$ cat src/rtl/core_pkg.sv
// Shared core types and constants used by the fetch stage and its IF/ID register.
package core_pkg;
  localparam int XLEN = 32;

  localparam logic [XLEN-1:0] NOP_INST    = 32'h0000_0013;
  localparam logic [XLEN-1:0] EBREAK_INST = 32'h0010_0073;

  typedef enum logic [1:0] {
    BOOT,
    RUN,
    HALT
  } fetch_state_t;
endpackage

$ cat src/rtl/fetch_stage_if_id_reg.sv
// IF/ID pipeline register: flush beats load, and an idle register drains when the decoder accepts.
module if_id_reg
  import core_pkg::*;
(
  input  logic            clk,
  input  logic            rst,
  input  logic            i_flush,
  input  logic            i_load,
  input  logic            i_drain,
  input  logic [XLEN-1:0] i_pc,
  input  logic [XLEN-1:0] i_inst,
  output logic            o_valid,
  output logic [XLEN-1:0] o_pc,
  output logic [XLEN-1:0] o_inst
);

  logic            r_valid;
  logic [XLEN-1:0] r_pc;
  logic [XLEN-1:0] r_inst;

  // Without a new capture, a held instruction is dropped once the decoder has taken it.
  always_ff @(posedge clk) begin
    if (rst) begin
      r_valid <= 1'b0;
      r_pc    <= '0;
      r_inst  <= NOP_INST;
    end else if (i_flush) begin
      r_valid <= 1'b0;
    end else if (i_load) begin
      r_valid <= 1'b1;
      r_pc    <= i_pc;
      r_inst  <= i_inst;
    end else if (i_drain) begin
      r_valid <= 1'b0;
    end
  end

  assign o_valid = r_valid;
  assign o_pc    = r_pc;
  assign o_inst  = r_inst;

endmodule

$ cat src/rtl/fetch_stage.sv
// Instruction-fetch stage: PC, fetch FSM and IF/ID capture.
// Optional FETCH_MISALIGN_CHECK_EN adds misalign_fault and rejects unaligned redirect targets.
module fetch_stage
  import core_pkg::*;
#(
  parameter logic [31:0] RESET_PC   = 32'h0000_0000,
  parameter int          IMEM_BYTES = 512
) (
  input  logic            clk,
  input  logic            rst,
  output logic [XLEN-1:0] imem_addr,
  input  logic [XLEN-1:0] imem_inst,
  input  logic            id_ready,
  input  logic            redirect_valid,
  input  logic [XLEN-1:0] redirect_pc,
  output logic            if_id_valid,
  output logic [XLEN-1:0] if_id_pc,
  output logic [XLEN-1:0] if_id_inst,
  output logic            halted,
  output logic [XLEN-1:0] fetch_count
`ifdef FETCH_MISALIGN_CHECK_EN
  ,
  output logic            misalign_fault
`endif
);

  localparam logic [XLEN-1:0] LAST_PC = XLEN'(IMEM_BYTES - 4);

  fetch_state_t    r_state;
  logic [XLEN-1:0] r_pc;
  logic            r_halted;
  logic [XLEN-1:0] r_fetch_count;

  logic w_load;
  logic w_in_range;
  logic w_capture;
  logic w_is_ebreak;

  assign imem_addr   = r_pc;
  assign w_load      = !if_id_valid || id_ready;
  assign w_in_range  = (r_pc <= LAST_PC);
  assign w_is_ebreak = (imem_inst == EBREAK_INST);
  // Any redirect, accepted or rejected, suppresses capture in that cycle.
  assign w_capture   = (r_state == RUN) && !redirect_valid && w_load && w_in_range;

`ifdef FETCH_MISALIGN_CHECK_EN
  logic r_misalign;
  logic w_misaligned;

  assign w_misaligned   = redirect_valid && (redirect_pc[1:0] != 2'b00);
  assign misalign_fault = r_misalign;
`endif

  always_ff @(posedge clk) begin
    if (rst) begin
      r_state       <= BOOT;
      r_pc          <= RESET_PC;
      r_halted      <= 1'b0;
      r_fetch_count <= '0;
`ifdef FETCH_MISALIGN_CHECK_EN
      r_misalign    <= 1'b0;
`endif
    end else if (redirect_valid) begin
`ifdef FETCH_MISALIGN_CHECK_EN
      if (w_misaligned) begin
        r_state    <= HALT;
        r_halted   <= 1'b1;
        r_misalign <= 1'b1;
      end else begin
        r_pc       <= redirect_pc;
        r_state    <= RUN;
        r_halted   <= 1'b0;
        r_misalign <= 1'b0;
      end
`else
      r_pc     <= redirect_pc;
      r_state  <= RUN;
      r_halted <= 1'b0;
`endif
    end else begin
      case (r_state)
        BOOT: r_state <= RUN;
        RUN: begin
          if (!w_in_range) begin
            r_state  <= HALT;
            r_halted <= 1'b1;
          end else if (w_capture) begin
            r_fetch_count <= r_fetch_count + 32'd1;
            // EBREAK is delivered, but the PC parks on it.
            if (w_is_ebreak) begin
              r_state  <= HALT;
              r_halted <= 1'b1;
            end else begin
              r_pc <= r_pc + 32'd4;
            end
          end
        end
        HALT:    r_halted <= 1'b1;
        default: r_state  <= HALT;
      endcase
    end
  end

  if_id_reg u_if_id_reg (
    .clk     (clk),
    .rst     (rst),
    .i_flush (redirect_valid),
    .i_load  (w_capture),
    .i_drain (id_ready),
    .i_pc    (r_pc),
    .i_inst  (imem_inst),
    .o_valid (if_id_valid),
    .o_pc    (if_id_pc),
    .o_inst  (if_id_inst)
  );

  assign halted      = r_halted;
  assign fetch_count = r_fetch_count;

endmodule

$ cat config.mk
export PLATFORM = sky130hd
export DESIGN_NAME = fetch_stage
export DESIGN_NICKNAME = d
export VERILOG_FILES = /design/src/rtl/core_pkg.sv /design/src/rtl/fetch_stage_if_id_reg.sv /design/src/rtl/fetch_stage.sv
export SDC_FILE = /design/constraint.sdc
export NUM_CORES = 1
export LEC_CHECK = 0
export CAP_MARGIN = 20
export CORE_MARGIN = 2
export CORE_UTILIZATION = 42
export DETAILED_ROUTE_END_ITERATION = 8
export PLACE_DENSITY = 0.76
export SYNTH_ARGS = -nofsm -noshare
export SYNTH_HDL_FRONTEND = slang
export SYNTH_SLANG_ARGS = --single-unit
$ cat constraint.sdc
create_clock -name clk -period 2.61 [get_ports clk]
set_input_delay 0.3915 -clock clk [delete_from_list [all_inputs] [get_ports clk]]
set_output_delay 0.3915 -clock clk [all_outputs]
set_load 0.005 [all_outputs]
# After elaboration in Yosys (flattened, before gate mapping)
# Index checks and enable logic that the tools add are counted.
# W data, S select, Z words.
[op_classes]
n_addsub = 2
order_cmp = 1
n_eq_ne = 9
mux = 16
bitwise = 2
reduce_logical = 19
[ops]
columns = ["operator", "count"]
rows = [
  ["$mux W32", 5],
  ["$add A32 B1 Y32 const B", 1],
  ["$add A32 B3 Y32 const B", 1],
  ["$eq A32 B21 Y1 const B", 1],
  ["$le A32 B9 Y1 const B", 1],
  ["$reduce_bool A2 Y1", 5],
  ["$reduce_and A3 Y1", 3],
  ["$reduce_and A4 Y1", 2],
  ["$mux W1", 6],
  ["$mux W2", 3],
  ["$pmux W2 S3", 1],
  ["$ne A2 B2 Y1 const B", 2],
  ["$ne A4 B3 Y1 const B", 1],
  ["$ne A4 B4 Y1 const B", 1],
  ["$logic_and A1 B1 Y1", 3],
  ["$ne A3 B2 Y1 const B", 1],
  ["$ne A3 B3 Y1 const B", 1],
  ["$eq A2 B1 Y1 const B", 1],
  ["$eq A2 B2 Y1 const B", 1],
  ["$logic_not A1 Y1", 2],
  ["$logic_not A2 Y1", 1],
  ["$not A1 Y1", 2],
  ["$pmux W1 S2", 1],
  ["$reduce_and A2 Y1", 1],
  ["other kinds (2)", 2],
]
[word_totals]
register_bits = 132
input_bits = 68
output_inout_bits = 130
elab_cells = 57

# Depth between registers and ports, before layout
[depth]
depth_word = 8
mapped_depth = 10
mapped_depth_nobuf = 7

# Hierarchy
# From an unflattened synthesis, not the netlist that was laid out.
[hier_totals]
hier_cells = 628
area_unflattened_um2 = 6202.2
[by_module_without_submodules]
columns = ["module", "instances", "cells_each", "area_each_um2", "seq_area_each_um2"]
rows = [
  ["if_id_reg", 1, 294, 3135.5, 1301.2],
  ["fetch_stage", 1, 334, 3066.7, 1341.3],
]

# Least setup slack after synthesis
# OpenSTA, ideal clock, no wires.
[synth_path]
path_kind = "register -> register"
start = "register r_state[1]"
end = "register r_fetch_count[27] (netlist: fetch_count[27])"
setup_ns = 0.070
arrival_ns = 2.199
required_ns = 2.540
path_slack_ns = 0.340
stages_incl_launch_ff = 10
n_path_buf = 2
period_less_slack_ns = 2.270
cell_sequence = "dfxtp_1 -> inv_1 -> ha_1 -> nor4b_2 -> nand4_1 -> or4_1 -> buf_2 -> buf_6 -> or4_1 -> a21oi_1"
[synth_between]
elab_chain_len = 5
[synth_rtl]
columns = ["element", "line_no", "text"]
rows = [
  ["start: declaration", "fetch_stage.sv:29", "fetch_state_t r_state;"],
  ["start signal: assignment", "fetch_stage.sv:56", "r_state <= BOOT;"],
  ["start signal: assignment", "fetch_stage.sv:77", "r_state <= RUN;"],
  ["start signal: assignment", "fetch_stage.sv:82", "BOOT: r_state <= RUN;"],
  ["$eq A2 B1 Y1 *", "fetch_stage.sv:44, fetch_stage.sv:81", ""],
  ["$logic_and A1 B1 Y1 (3 in a row)", "fetch_stage.sv:44", "assign w_capture = (r_state == RUN) && !redirect_valid && w_load && w_in_range;"],
  ["$reduce_and A4 Y1 (no line) *", "n/a", ""],
  ["end signal: assignment", "fetch_stage.sv:88", "r_fetch_count <= r_fetch_count + 32'd1;"],
  ["end: declaration", "fetch_stage.sv:32", "logic [XLEN-1:0] r_fetch_count;"],
]
# Every way passes the cells marked *; elsewhere a longest branch is shown, timed or not.
# A chain may end at the register's enable or synchronous reset.

# Worst setup path in the final report
[layout_path]
start = "register r_fetch_count[3] (netlist: fetch_count[3])"
end = "register r_fetch_count[22] (netlist: fetch_count[22])"
[layout_between]
elab_chain_len = 1
[layout_rtl]
columns = ["element", "line_no"]
rows = [
  ["$add A32 B1 Y32", "fetch_stage.sv:88"],
]
# No other way between the ends.

==> run_results.csv <==
group,metric,value,unit
outcome,outcome,"finished clean",
place,port_buffers,197,
run,drv_cap,0,
cells_and_area,n_antenna_cell,0,
worst_setup_path,required,2950,ps
yosys,yosysSeqAreaShare,0.496,
clock_network,cts_buffer_depth,2,
yosys,synth-edff-count,0,
worst_setup_path,cp.buffers_inverters,1,
yosys,synth.distinct_cells,51,
cells_and_area,drive_gt1_frac,0.0873,
yosys,ys_seq_elements,132,
worst_setup_path,crit_fanout,36,
worst_setup_path,cp_top_family,"simple AND/OR/NAND/NOR gates",
place,place_ws,-29.4,ps
worst_setup_path,start_kind,"flop",
worst_setup_path,cpPeakStageDelay,530,ps
cells_and_area,multi_input_area,0.00252,sq mm
power_and_ir_drop,total_power,0.00484,W
clock_network,cts.sinks,132,
clock_network,cts_root_buf,"clkbuf_16",
cells_and_area,syn_to_final_growth,53.8,%
floorplanning,core_region_area,0.0125,sq mm
yosys,netlist.area_leader.share,0.496,
clock_network,cts_tree,"yes",
sta,final-max-slew-violation-count,0,
floorplanning,die_width,117,um
clock_network,cts_buffers,17,
sta,fin_crit_sh,0.929,
drt,ant_nets,0,
sta,setup_ws,187,ps
yosys,async_flop_share,0,
worst_setup_path,arrival,2760,ps
worst_setup_path,r2r_slack,190,ps
yosys,yosysWarnings,0,
drt,drc_errors,0,
global_route,antenna_found_initial,0,
sta,skew,6.12,ps
power_and_ir_drop,powerDensity,591,mW/mm^2
sta,maxSlewHeadroom,0.500,
floorplanning,start_util,0.426,
floorplanning,dieHeight,117,um
global_route,grt_pass1_wl,24100,um
clock_network,clock_latency,410,ps
yosys,synth_flop_cell,"dfxtp_1",
yosys,syn-cell-area,0.00533,sq mm
cells_and_area,fin_util,0.654,
sta,setup_violations,0,
yosys,synthTopCellsByCount,"132 x dfxtp_1, 104 x nand2_1, 72 x a21oi_1",
drt,via_per_inst,5.35,
drt,wirelength,15700,um
drt,vias,5268,
cells_and_area,nNetsFinal,874,
floorplanning,fp-row-count,41,
global_route,grt_overflow_total,0,
yosys,netlist_instances,602,
yosys,synthTopCellsByArea,"dfxtp_1 50%, nand2_1 7.3%, a21oi_1 6.8%",
yosys,yosysMostFrequentCell,"dfxtp_1",
worst_hold_path,hold_class,"input pin to flop",
global_route,first_global_vias,4933,
clock_network,path_clk_slew,50,ps
worst_setup_path,crit_slowest_cell,"or4_4",
sta,worst_pin_slew,748,ps
sta,post-route-min-period,2420,ps
drt,wire_per_inst,16.0,um
floorplanning,io_pins,198,
sta,fmax,413,MHz
global_route,grt_max_degree,73,
yosys,syn_avg_cell_area,8.85,sq um
place,hpwl,11100,um
drt,drt_first_pass_iters,5,
place,globalplace.congestion,0.803,
power_and_ir_drop,leakagePower,2.88,nW
power_and_ir_drop,ir_drop,0.688,mV
worst_setup_path,crit_type,"flop to flop",
drt,drt_iter0_markers,372,
sta,rsz0062_at_grt,"no",
clock_network,htree_levels,4,
floorplanning,die_area,0.0136,sq mm
global_route,grt_usage,0.225,
yosys,synth_area_leader_cell,"dfxtp_1",
yosys,synth_fp_nets,675,
worst_setup_path,crit_path_cell_trace,"and4_1, nand4_1, or4_4, buf_12, or4_1, a21oi_1",
sta,finalHoldViolCount,0,
cells_and_area,regArea,0.00264,sq mm
worst_setup_path,cp-end-kind,"flop",
cells_and_area,fillers,1041,
## power by group
part	leakage (nW)	total, W	internal (W)	switching, W
logic	1.52	0.000361	0.000216	0.000146
registers	1.07	0.00209	0.00205	0.0000415
clock network	0.286	0.00239	0.00154	0.000844
## per-stage QoR
stage | hold slack (ps) | area, sq um | cells | setup TNS [ps]
floorplan | 448 | 5330 | 602 | 0
global placement | 438 | 7560 | 953 | 0
global route | 412 | 8190 | 985 | 0
finish | 397 | 8190 | 985 | 0
CTS | 390 | 8150 | 984 | 0
detailed placement | 443 | 7560 | 953 | -39.0
## repair_timing
action,CTS,global route
hold buffers,0,0
resized for setup,0,4
endpoints found under the hold margin,0,0
endpoints found under the setup margin,0,15
setup buffers,0,0
## flip-flops by register name, indices dropped and copies added (netlist names)
register / flops
imem_addr: 32
u_if_id_reg.o_valid: 1
r_state: 2
fetch_count: 32
u_if_id_reg.o_inst: 32
halted: 1
u_if_id_reg.o_pc: 32
## cell usage in the layout (no fill, tap or decap), types with 17 or more instances in the layout
cell	n
clkdlybuf4s50_1	195
clkbuf_16	17
o31ai_1	24
or4_1	27
nor2_1	34
a21oi_1	72
nand3_1	17
buf_4	20
and2_1	26
mux2i_1	23
dfxtp_1	132
nand2_1	104
## worst paths after layout
| check | startpoint | endpoint | cells after the start |
|---|---|---|---|
| setup / recovery | fetch_count[3]$_SDFFE_PP0P_ | fetch_count[22]$_SDFFE_PP0P_ | 6 |
| hold / removal | rst | u_if_id_reg.o_inst[28]$_SDFFE_PP0P_ | 2 |
| setup reg to reg | fetch_count[3]$_SDFFE_PP0P_ | fetch_count[22]$_SDFFE_PP0P_ | 6 |
| hold reg to reg | u_if_id_reg.o_inst[16]$_SDFFE_PP0P_ | u_if_id_reg.o_inst[16]$_SDFFE_PP0P_ | 2 |
## cell families (layout without fill, tap and decap cells)
kind of cell | after synthesis | in the layout | share of synthesized area
AND/OR/NAND/NOR | 267 | 267 | 0.266
flip-flops | 132 | 132 | 0.496
AO/OA/AOI/OAI | 121 | 121 | 0.139
buffers and inverters | 51 | 262 | 0.0378
multiplexers | 24 | 24 | 0.0453
adder cells (fa/ha/maj) | 5 | 5 | 0.0117
XOR/XNOR | 2 | 2 | 0.00329
## per-layer routing
metal,global-route usage,share of wire,vias to the layer above
li1,-,-,2554
met1,0.272,0.42,2500
met2,0.377,0.49,197
met3,0.0784,0.084,17
met4,0.0729,0.011,0
met5,0,0,-
## cell type report
class                      count  area share
sequential                   132       0.323
multi-input combinational    419       0.307
timing repair buffer         220       0.266
clock buffer                  22      0.0567
tap                          172      0.0263
clock inverter                 9      0.0157
inverter                      11     0.00504
No activity file was read; power rests on OpenSTA's default activity.
